**src/rtl/fp_pkg.sv**
```systemverilog
// Shared FP encodings: unit-select constants, sequencer FSM states and default sizes.
// The decoder and the sequencer both import this so the unit numbering cannot drift.
package fp_pkg;

  localparam int FP_UNITS = 8;
  localparam int FP_SEL_W = 3;
  localparam int FP_TMO_W = 8;

  localparam logic [2:0] FPU_ADD    = 3'd0;
  localparam logic [2:0] FPU_MUL    = 3'd1;
  localparam logic [2:0] FPU_DIV    = 3'd2;
  localparam logic [2:0] FPU_MINMAX = 3'd3;
  localparam logic [2:0] FPU_CMP    = 3'd4;
  localparam logic [2:0] FPU_SGNJ   = 3'd5;
  localparam logic [2:0] FPU_CVT    = 3'd6;
  localparam logic [2:0] FPU_MV     = 3'd7;

  typedef enum logic [1:0] {
    IDLE  = 2'd0,
    ISSUE = 2'd1,
    WAIT  = 2'd2,
    WB    = 2'd3
  } fsm_state_t;

endpackage

```
**src/rtl/fp_op_sequencer.sv**
```systemverilog
// Sequences one FP operation: latch decode, pulse the unit start, wait for done
// (with timeout), then issue a single-cycle FP or integer register-file write.
module fp_op_sequencer
  import fp_pkg::*;
#(
  parameter int UNITS = FP_UNITS,
  parameter int SEL_W = FP_SEL_W,
  parameter int TMO_W = FP_TMO_W
) (
  input  logic             in_clk,
  input  logic             in_rst,
  input  logic             in_valid,
  input  logic [SEL_W-1:0] in_unit_sel,
  input  logic             in_wb_int,
  input  logic [4:0]       in_rd,
  input  logic [UNITS-1:0] in_done,
  output logic [UNITS-1:0] out_start,
  output logic [SEL_W-1:0] out_res_sel,
  output logic             out_wb_fp,
  output logic             out_wb_int,
  output logic [4:0]       out_wb_rd,
  output logic             out_stall,
  output logic             out_busy,
  output logic             out_err
);

  fsm_state_t       state_reg, state_next;
  logic [SEL_W-1:0] sel_reg, sel_next;
  logic [UNITS-1:0] unit_oh_reg, unit_oh_next;
  logic [4:0]       rd_reg, rd_next;
  logic             wb_int_lat_reg, wb_int_lat_next;
  logic [TMO_W-1:0] cnt_reg, cnt_next, cnt_inc;
  logic [UNITS-1:0] start_reg, start_next;
  logic             wb_fp_reg, wb_fp_next;
  logic             wb_int_reg, wb_int_next;
  logic             err_reg, err_next;
  logic             busy_reg;

  // One-hot decode of the incoming select; out-of-range selects decode to zero.
  logic [UNITS-1:0] sel_dec;
  genvar gi;
  generate
    for (gi = 0; gi < UNITS; gi++) begin : g_sel_dec
      assign sel_dec[gi] = (in_unit_sel == SEL_W'(gi));
    end
  endgenerate

  logic sel_ok;
  logic done_hit;
  assign sel_ok   = |sel_dec;
  assign done_hit = |(in_done & unit_oh_reg);
  assign cnt_inc  = cnt_reg + TMO_W'(1);

  always_comb begin
    state_next      = state_reg;
    sel_next        = sel_reg;
    unit_oh_next    = unit_oh_reg;
    rd_next         = rd_reg;
    wb_int_lat_next = wb_int_lat_reg;
    cnt_next        = cnt_reg;
    start_next      = '0;
    wb_fp_next      = 1'b0;
    wb_int_next     = 1'b0;
    err_next        = 1'b0;
    case (state_reg)
      IDLE: begin
        if (in_valid) begin
          if (sel_ok) begin
            state_next      = ISSUE;
            sel_next        = in_unit_sel;
            unit_oh_next    = sel_dec;
            rd_next         = in_rd;
            wb_int_lat_next = in_wb_int;
            start_next      = sel_dec;
          end else begin
            err_next = 1'b1;
          end
        end
      end
      ISSUE: begin
        cnt_next   = '0;
        state_next = WAIT;
      end
      WAIT: begin
        if (done_hit) begin
          state_next  = WB;
          wb_int_next = wb_int_lat_reg;
          wb_fp_next  = ~wb_int_lat_reg;
        end else begin
          cnt_next = cnt_inc;
          // Fires on the (2**TMO_W - 1)th wait cycle without done.
          if (cnt_inc == '1) begin
            err_next   = 1'b1;
            state_next = IDLE;
          end
        end
      end
      WB: begin
        state_next = IDLE;
      end
      default: begin
        state_next = IDLE;
      end
    endcase
  end

  always_ff @(posedge in_clk) begin
    if (in_rst) begin
      state_reg      <= IDLE;
      sel_reg        <= '0;
      unit_oh_reg    <= '0;
      rd_reg         <= '0;
      wb_int_lat_reg <= 1'b0;
      cnt_reg        <= '0;
      start_reg      <= '0;
      wb_fp_reg      <= 1'b0;
      wb_int_reg     <= 1'b0;
      err_reg        <= 1'b0;
      busy_reg       <= 1'b0;
    end else begin
      state_reg      <= state_next;
      sel_reg        <= sel_next;
      unit_oh_reg    <= unit_oh_next;
      rd_reg         <= rd_next;
      wb_int_lat_reg <= wb_int_lat_next;
      cnt_reg        <= cnt_next;
      start_reg      <= start_next;
      wb_fp_reg      <= wb_fp_next;
      wb_int_reg     <= wb_int_next;
      err_reg        <= err_next;
      busy_reg       <= (state_next != IDLE);
    end
  end

  // Stall is the only combinational output: it must cover the decode cycle itself.
  assign out_stall   = ((state_reg == IDLE) && in_valid && sel_ok) ||
                       (state_reg == ISSUE) || (state_reg == WAIT);
  assign out_start   = start_reg;
  assign out_res_sel = sel_reg;
  assign out_wb_rd   = rd_reg;
  assign out_wb_fp   = wb_fp_reg;
  assign out_wb_int  = wb_int_reg;
  assign out_busy    = busy_reg;
  assign out_err     = err_reg;

endmodule

```
**config.mk**
```make
export PLATFORM = sky130hd
export DESIGN_NAME = fp_op_sequencer
export DESIGN_NICKNAME = d
export VERILOG_FILES = /design/src/rtl/fp_pkg.sv /design/src/rtl/fp_op_sequencer.sv
export SDC_FILE = /design/constraint.sdc
export NUM_CORES = 1
export LEC_CHECK = 0
export CAP_MARGIN = 30
export CORE_ASPECT_RATIO = 1.1
export CORE_UTILIZATION = 40
export DETAILED_ROUTE_END_ITERATION = 10
export PLACE_DENSITY_LB_ADDON = 0.05
export RECOVER_POWER = 50
export SETUP_SLACK_MARGIN = 0.4
export SLEW_MARGIN = 40
export SYNTH_ARGS = -nofsm -noshare
export SYNTH_HDL_FRONTEND = slang
export SYNTH_SLANG_ARGS = --single-unit
```
**constraint.sdc**
```tcl
create_clock -name in_clk -period 5.4 [get_ports in_clk]
set_clock_uncertainty 0.2 [all_clocks]
set_input_delay 1.08 -clock in_clk [delete_from_list [all_inputs] [get_ports in_clk]]
set_output_delay 1.08 -clock in_clk [all_outputs]
set_load 0.005 [all_outputs]
```
# Word-level counts from Yosys, hierarchy flattened
# Index checks and enable logic that the tools add are counted.
# totals
regBits,39
in_bits,20
out_inout_bits,21
wordCells,57
# op_classes
addsub,1
n_eq_ne,12
muxes,12
n_bitwise,7
reduce_logical,14
# op_table
op,n
$pmux W8 S2,1
$reduce_or A8 Y1,2
$eq A3 B3 Y1 const B,4
$add A8 B1 Y8 const B,1
$and A8 B8 Y8,1
$eq A8 B8 Y1 const B,1
$mux W2,4
$mux W8,1
$pmux W2 S4,1
$eq A3 B2 Y1 const B,2
$not A1 Y1,6
$eq A2 B2 Y1 const B,2
$mux W1,4
$reduce_bool A2 Y1,2
$reduce_or A4 Y1,1
$eq A3 B1 Y1 const B,1
$logic_not A3 Y1,1
$reduce_and A3 Y1,1
$reduce_or A3 Y1,1
$eq A2 B1 Y1 const B,1
$logic_and A1 B1 Y1,2
$logic_not A2 Y1,1
$logic_or A1 B1 Y1,2
$ne A2 B2 Y1 const B,1
other kinds (2),2

# Logic depth before layout (Yosys ltp)
# Gate-level depths: netlist of run 1.
# logic_depth
word_depth,6
depth_mapped,6

# Worst setup path before layout of run 1
# Ideal clock, no wire load.
# synth_timing
path_kind,input -> output
from,input in_valid
to,output out_stall
arrival_time_ps,1292
required_ps,4120
path_slack_ps,2828
path_stages,2
path_buffers,0
cell_sequence,nor3_1 > a21oi_1
# synth_via
elab_chain_len,4
# synth_rtl
item,line_no,rtl
from (decl),fp_op_sequencer.sv:12,"input logic in_valid,"
$logic_and A1 B1 Y1 (2 in series),fp_op_sequencer.sv:136,assign out_stall = ((state_reg == IDLE) && in_valid && sel_ok) ||
$logic_or A1 B1 Y1,fp_op_sequencer.sv:136,
$logic_or A1 B1 Y1,fp_op_sequencer.sv:137,(state_reg == ISSUE) || (state_reg == WAIT);
to (decl),fp_op_sequencer.sv:22,"output logic out_stall,"
# No other way between the ends.

# Final worst setup path of run 1
# Same ends and word-level chain as after synthesis.

==> flow_results.org, run 1 <==
** Floorplanning
- The die covers 4310 µm².
- Initial Utilization :: roughly 43%
- After floorplanning, the core was divided into 23 placement rows.
- Die X :: 62.7 µm
- I/O pin cnt :: 41
- The floorplan step set the die height to about 69 µm.
- The core region is approximately 3800 µm².

** Logic synthesis
- Each instance of the synthesized netlist takes up on average 8.35 µm².
- The number of different library cells used by synthesis comes to 34.
- Count of flip-flops with a built-in enable after synthesis :: 0
- Post-Syn Nets :: 216
- After Yosys synthesis, full adders, half adders and majority gates account for under 10% of the synthesized area.
- Summing the areas of all and, or, nand and nor instances in the mapped netlist gives 28.1% of the synthesized area.
- Complex-gate fraction of the synthesized area :: 17.0%
- After synthesis, flip-flops and latches occupy 48.2% of the total area.
- During synthesis, Yosys emitted a total of 0 warnings.
- Synthesis produced 194 cells.
- Counting flops with an async set or reset pin after synthesis yields a share of 0%.
- Most used flip-flop cell after synthesis :: dfxtp_1
- By area, the combinational part of the netlist is dominated by simple AND/OR/NAND/NOR gates.
- Portion of netlist area occupied by mux cells :: less than 1%
- XOR/XNOR share of the synthesized area :: less than 1%
- In this run, synthesis produced a sequential element count of 39.
- Summed instance area of the synthesized netlist :: 1620 µm²

** Placement
- Final Wtd Congestion :: approximately 0.84
- IO buf count :: 40
- Summed over all nets, the half-perimeter wirelength after detailed placement is between 2 and 3 mm.
- Placed cell area :: 2040 µm²
- Total placed cells including tap cells :: approximately 270
- Post-Place Setup Slack :: 1880 ps

** Route
- Drt pass-1 iters :: 4
- Number of DRC violations after detailed routing :: 0
- Routed via count divided by cell count :: a little over 5
- Wirelength, routed :: 3.66 mm
- Routed wire per std cell :: 13.0 µm
- Post-DRT Antenna Nets :: 0
- After the first detailed-routing iteration, the DRC count stood at 125.
- Via count :: 1,453

** Power
- Largest voltage drop on the vdd net :: 0.000150 V
- Total chip power :: around 0.00056 W
- Pwr per Cell Area :: 266 nW/µm²
- Leakage :: between 0.8 and 0.9 nW

** GRT
- Wire length of the first global-routing pass :: ~6 mm
- The number of global-route vias before repair came to 1,333.
- Maximum number of pins on one net before global-route repair :: 32
- The initial antenna violation count was 0.
- After global routing the overflow that remains totals 0.
- Global routing used approximately 18% of the available tracks.

** Worst setup path
- Setup crit start kind :: input pin
- FF-to-FF Start :: unit_oh_reg[1]
- Setup slack of the worst register-to-register path :: about 3200 ps
- The worst setup path is captured at a primary output.
- In this run the critical register-to-register path is captured at cnt_reg[1].
- Required time at the endpoint of the critical path :: about 4100 ps
- CP Data Arrival Time :: 2310 ps
- Biggest fanout along the worst timing path :: 3
- Category of the critical setup timing path :: in2out
- Worst Reg-to-Reg Cells :: 5

** Layout
- NumNets Final :: 252
- Fill cells in the final layout number 372.
- Most common cell after layout, fill and taps aside :: dfxtp_1
- Total non-filler cell area in the finished layout :: 2120 µm²
- Summing all multi-input logic gate instances after layout gives 776 µm².
- Most frequent cells in the layout :: 39 x dfxtp_1, 29 x nand2_1, 24 x a21oi_1, 24 x nor2_1, 22 x dlygate4sd3_1
- Summing all flip-flop and latch instances after layout gives 781 µm².
- Leaving out filler cells and counting taps, the final layout contains 281.
- Compared with the post-synthesis result, the final layout area differs by 30.7%.
- Fraction of final layout cells with drive strength greater than 1 :: 6.93%
- 0 antenna diodes ended up in the layout.

** Clock network
- After clock tree synthesis, the setup repair step added 0 buffers.
- The H-tree was split into 2 levels.
- No sink is reached through more buffers than the 2 on the longest clock path.
- TritonCTS Buffers :: 5
- Latest clock arrival within the worst-skew pair :: 280 ps
- Clock-pin slew was measured on the worst setup and hold paths at ~70 ps.
- Clock tree from TritonCTS :: yes
- For this design, the CTS-stage hold fixing added 0 buffers.
- In this run, post-CTS repair resized a total of 0 instances.
- CTS placed an instance of clkbuf_8 at the clock tree root.
- For this design, the sink count on the clock tree is 39.

** Hold path
- Worst hold path class :: reg2reg
- Counting instances, the worst hold path has a depth of 1.
- The worst hold path begins at wb_int_lat_reg.
- Hold-critical path endpoint :: out_wb_fp

** STA
- Once routing completed, OpenROAD measured the worst setup slack at 1810 ps.
- Final worst path period need :: between 3000 and 4000 ps
- Timing would allow up to between 200 and 300 MHz.
- For the pin with the worst max-slew slack, the measured transition is 786 ps.
- Setup violations remaining at the end of the flow were counted as 0.
- Headroom to the max-slew limit came out at 47.6%.
- Number of pins exceeding their max-slew limit in the final report :: 0
- Hold Violations, Final :: 0
- Post-route clock period utilization :: 66.4%
- Sum Neg Setup Slack :: 0 ps
- Unrepaired setup endpoints after global routing :: no

** Job
- # Max-Cap Violations :: 0

** Run status
- Outcome :: complete, no violations
[critical path, cell delays in order]
cell	delay, ps
dlygate4sd3_1	560
nor3_1	170
a21oi_1	50
clkdlybuf4s50_1	440
[layout make-up]
class                   instances  area share, %
repair buffers                 41           19.0
inverters                       4          0.709
well taps                      50           2.95
clock inverters                 1          0.236
flip-flops and latches         39           36.9
clock buffers                   7           3.60
multi-input cells             139           36.6
[kinds of logic (layout without fill, tap and decap cells)]
family	after synthesis	after routing
simple gates	93	93
fa+ha+maj	2	2
flops	39	39
mux	1	1
buf+inv	16	53
compound gates	42	42
xor+xnor	1	1
[Yosys cell counts (2+ instances only)]
cell	n	area share (%)
clkbuf_1	9	2.1
nor3_1	14	4.3
o21ai_0	5	1.5
nand3b_1	2	0.93
nor4_1	2	0.77
nand3_1	4	1.2
a21oi_1	24	7.4
nor2_1	24	5.6
nand2b_1	4	1.5
a22oi_1	4	1.9
ha_1	2	1.5
and3_4	2	1.4
nand4b_1	2	1.1
nand4_1	2	0.77
buf_2	3	0.93
dfxtp_1	39	48
nor3b_1	2	0.93
a211oi_1	3	1.4
inv_1	4	0.93
nand2_1	29	6.7
[per-stage QoR]
stage | hold WS, ps | utilization [%]
6_report | 236 | 56.2
5_1_grt | 268 | 56.2
4_1_cts | 241 | 56.2
3_5_place_dp | 229 | 54.0
3_3_place_gp | 229 | 54.2
2_1_floorplan | 204 | -
[layer usage]
| metal | share of wire, % | up-vias | global-route usage, % |
|---|---|---|---|
| met5 | 0 | - | 0 |
| met4 | 1.0 | 0 | 7.27 |
| met2 | 50 | 37 | 32.6 |
| li1 | - | 741 | - |
| met1 | 45 | 671 | 20.1 |
| met3 | 4.5 | 4 | 4.44 |
[how the worst max path moves through the flow]
| stage | startpoint | to | slack [ps] | cells after the start |
|---|---|---|---|---|
| 4_1_cts | in_valid | out_stall | 1880 | 4 |
| 5_1_grt | in_valid | out_stall | 1710 | 4 |
| 3_5_place_dp | in_valid | out_stall | 1880 | 4 |
| 3_3_place_gp | in_valid | out_stall | 1900 | 4 |
| 2_1_floorplan | in_valid | out_stall | 2830 | 2 |
| 6_report | in_valid | out_stall | 1810 | 4 |
[where the power goes]
group | internal (W) | leakage [nW] | switching [W]
Clock | 0.0000906 | 0.0422 | 0.0000933
Combinational | 0.0000355 | 0.465 | 0.0000399
Sequential | 0.000298 | 0.317 | 0.00000667
No activity file was read; power rests on OpenSTA's default activity.
==> run 2: changes to the inputs <==
==> constraint.sdc (replaced) <==
create_clock -name in_clk -period 3.2 [get_ports in_clk]
set_clock_uncertainty 0.2 [all_clocks]
set_input_delay 0.64 -clock in_clk [delete_from_list [all_inputs] [get_ports in_clk]]
set_output_delay 0.64 -clock in_clk [all_outputs]
set_load 0.005 [all_outputs]
==> run 2 against run 1 <==
Count of clock-buffer cells in the layout unchanged. Sequential cell count stayed put. Register-to-register slack got worse by 2100 ps. Sequential power is 69% higher. Core utilization rose by 0.73 points. Cell count up 1.4%. Cell area increased by 1.3%. Hold slack improved by 20 ps. Routed wire length up 3.1%. Critical path type unchanged.
==> flow_results.org, run 2 (synthesis gave the netlist of run 1 again) <==
** Run status
- The run finished with clean final reports.

** GRT
- The total congestion overflow came to 0 (unchanged).
- The total track usage came to 18.5% (+0.70 points).
- Via count of the first global-routing pass :: 1,325 (-0.60%)
- The initial antenna violation count was 0 (unchanged).
- The wire length of the first global-routing pass is 6.11 mm (+3.4%).
- The pin count of the biggest net entering global routing came to 18 (-44%).

** Power
- The peak supply drop came to 0.000223 V (+48%).
- The combinational share of power is 13.8% (+0.4 points).
- The leakage power total is 0.836 nW (+1.4%).
- The net switching share of the total power was 24.9% (+0.063 points).
- Total chip power :: 0.000957 W (+70%)
- The switching power summed over all nets is 0.000238 W (+70%).
- Clock group share of total power :: 32.4% (-0.2 points)
- Cell Int Power :: 0.000719 W (+70%)
- Part of the power in registers :: 53.8% (-0.3 points)
- Pwr per Cell Area :: 446 nW/µm² (+67%)

** Worst setup path
- Setup crit start kind :: input pin
- The worst setup path is captured at a primary output.
- The startpoint identified for the worst register-to-register timing path is cnt_reg[0].
- The critical path is of the in2out type.
- The critical path data arrival time is 1910 ps (-400 ps).
- The logic depth of the worst register-to-register path was 6 (+1).
- Required time at the endpoint of the critical path :: 2360 ps (-1760 ps)
- The register-to-register setup slack came to 1140 ps (-2090 ps).
- Endpoint of the worst register-to-register path :: out_busy
- The maximum net fanout on the critical path came to 3 (unchanged).

** Layout
- Non-filler cells in the finished layout :: 285 (+1.4%)
- The share of post-route cells with drive strength above 1 is 7.23% (+0.31 points).
- The share of the core filled with cells in the final layout is 56.9% (+0.73 points).
- Leaving out fill and tap cells, the most frequent cell in the layout is dfxtp_1.
- The top cell types in the final layout, fill and taps aside, are 39 x dfxtp_1, 29 x nand2_1, 24 x a21oi_1, 24 x nor2_1, 22 x dlygate4sd3_1.
- Total inserted antenna cells :: 0 (unchanged)
- The area growth from synthesis to layout is 32.4%.
- NumNets Final :: 256 (+1.6%)

** Clock network
- The clock slew seen by the registers of the worst setup and hold paths was 70 ps (about the same).
- The post-cts resize count came to 0 (unchanged).
- The number of clock sinks came to 39 (unchanged).
- TritonCTS built the clock tree.
- The number of buffers created by CTS was 5 (unchanged).
- # hold bufs at CTS :: 0 (unchanged)
- Latest clock arrival within the worst-skew pair :: 280 ps (about the same)
- The post-CTS setup repair buffer count is 0 (unchanged).
- Largest buffer count on any clock path :: 2 (unchanged)
- Clk root buf :: clkbuf_8
- Total number of H-tree levels :: 2 (unchanged)

** Route
- Routed via count divided by cell count :: 5.18 (+0.16%)
- The number of nets with antenna violations after routing was 0 (unchanged).
- Via count :: 1,476 (+1.6%)
- The first-pass detailed-route iteration total was 5 (+1).
- The initial DRC count is 52 (-58%).
- The aggregate routed wire length came to 3.77 mm (+3.1%).
- The number of design rule violations left after detail routing came to 0 (unchanged).
- Routed wire per std cell :: 13.2 µm (+1.6%)

** Hold path
- Hold-critical path endpoint :: out_wb_rd[1]
- Hold wc startpoint :: out_wb_rd[1]
- Hold-critical path depth :: 2 (+1)
- In this run the worst hold path is classified as reg2reg.

** Placement
- Post-Place Setup Slack :: 480 ps (-1400 ps)
- The number of placed instances with taps included is 277 (+1.5%).
- IO buf count :: 40 (unchanged)
- Half-perimeter wire length after placement :: 2.80 mm (+7.4%)
- The final weighted congestion in routability-driven placement is 0.781 (-7.1%).

** STA
- The count of final setup violators came to 0 (unchanged).
- The routed design could run at a clock period as short as 2750 ps.
- Sum Neg Setup Slack :: 0 ps (unchanged)
- The number of hold-slack violations in the final timing report came to 0 (unchanged).
- Setup repair after global routing left no endpoint under its margin.
- Number of pins exceeding their max-slew limit in the final report :: 0 (unchanged)
- The pin slew with the least headroom to its limit was 701 ps (-85.7 ps).
- Static timing analysis puts the maximum clock frequency at 364 MHz.
- Post-route clock period utilization :: 85.9%
- Least setup slack across all paths after layout :: 452 ps (-1360 ps)
- The worst max-slew margin expressed relative to the limit came to 53.3% (+5.7 points).

** Floorplanning
- Die X :: 62.7 µm (unchanged)
- Floorplan core area :: 3770 µm² (unchanged)
- The die outline area came to 4310 µm² (unchanged).
- I/O pin cnt :: 41 (unchanged)
- The initial core utilization is 43.0% (unchanged).
- The die outline height was 68.8 µm (unchanged).
- The site row count is 23 (unchanged).

** Job
- # Max-Cap Violations :: 0 (unchanged)
==> run 2: worst max-delay path: stages <==
cell             delay [ps]
dlygate4sd3_1           570
nor3_1                  180
a21oi_1                  60
clkdlybuf4s50_1         460
==> run 2: worst max-delay path by stage <==
stage | from | end | slack [ps] | cells after the start
3_5_place_dp | in_done[4] | cnt_reg[1] | 480 | 6
6_report | in_valid | out_stall | 450 | 4
4_1_cts | in_valid | out_stall | 520 | 4
5_1_grt | in_valid | out_stall | 350 | 4
2_1_floorplan | in_done[4] | out_busy | 1220 | 6
3_3_place_gp | in_done[0] | cnt_reg[1] | 530 | 6
==> run 2: routing by layer <==
metal	GRT usage [%]	vias up	share of wire, %	wire length (µm)
met4	6.98	0	0.93	35
met3	4.93	5	3.8	142
met2	33.6	31	51	1930
li1	-	750	-	-
met5	0	-	0	0
met1	21.2	690	44	1660
==> run 2: cell type report <==
cell class / instances / area (µm²)
Sequential cell: 39 / 781
Clock buffer: 7 / 76.3
Multi-Input combinational cell: 139 / 776
Timing Repair Buffer: 45 / 430
Fill cell: 372 / 1620
Tap cell: 50 / 62.6
Inverter: 4 / 15.0
Clock inverter: 1 / 5.00
==> run 2: through the flow <==
step                hold WS (ps)  area [µm²]
finish                       256        2150
detailed placement           243        2070
global route                 272        2150
CTS                          257        2150
global placement             243        2070
floorplan                    204        1620
==> run 2: power by group through the flow <==
| stage | combinational, W | clock [W] | sequential, W |
|---|---|---|---|
| 6_report | 0.000132 | 0.000310 | 0.000515 |
| 3_3_place_gp | 0.000136 | 0 | 0.000526 |
| 5_1_grt | 0.000146 | 0.000343 | 0.000517 |
| 2_1_floorplan | 0.0000699 | 0 | 0.000525 |
| 3_5_place_dp | 0.000138 | 0 | 0.000526 |
| 4_1_cts | 0.000139 | 0.000324 | 0.000515 |
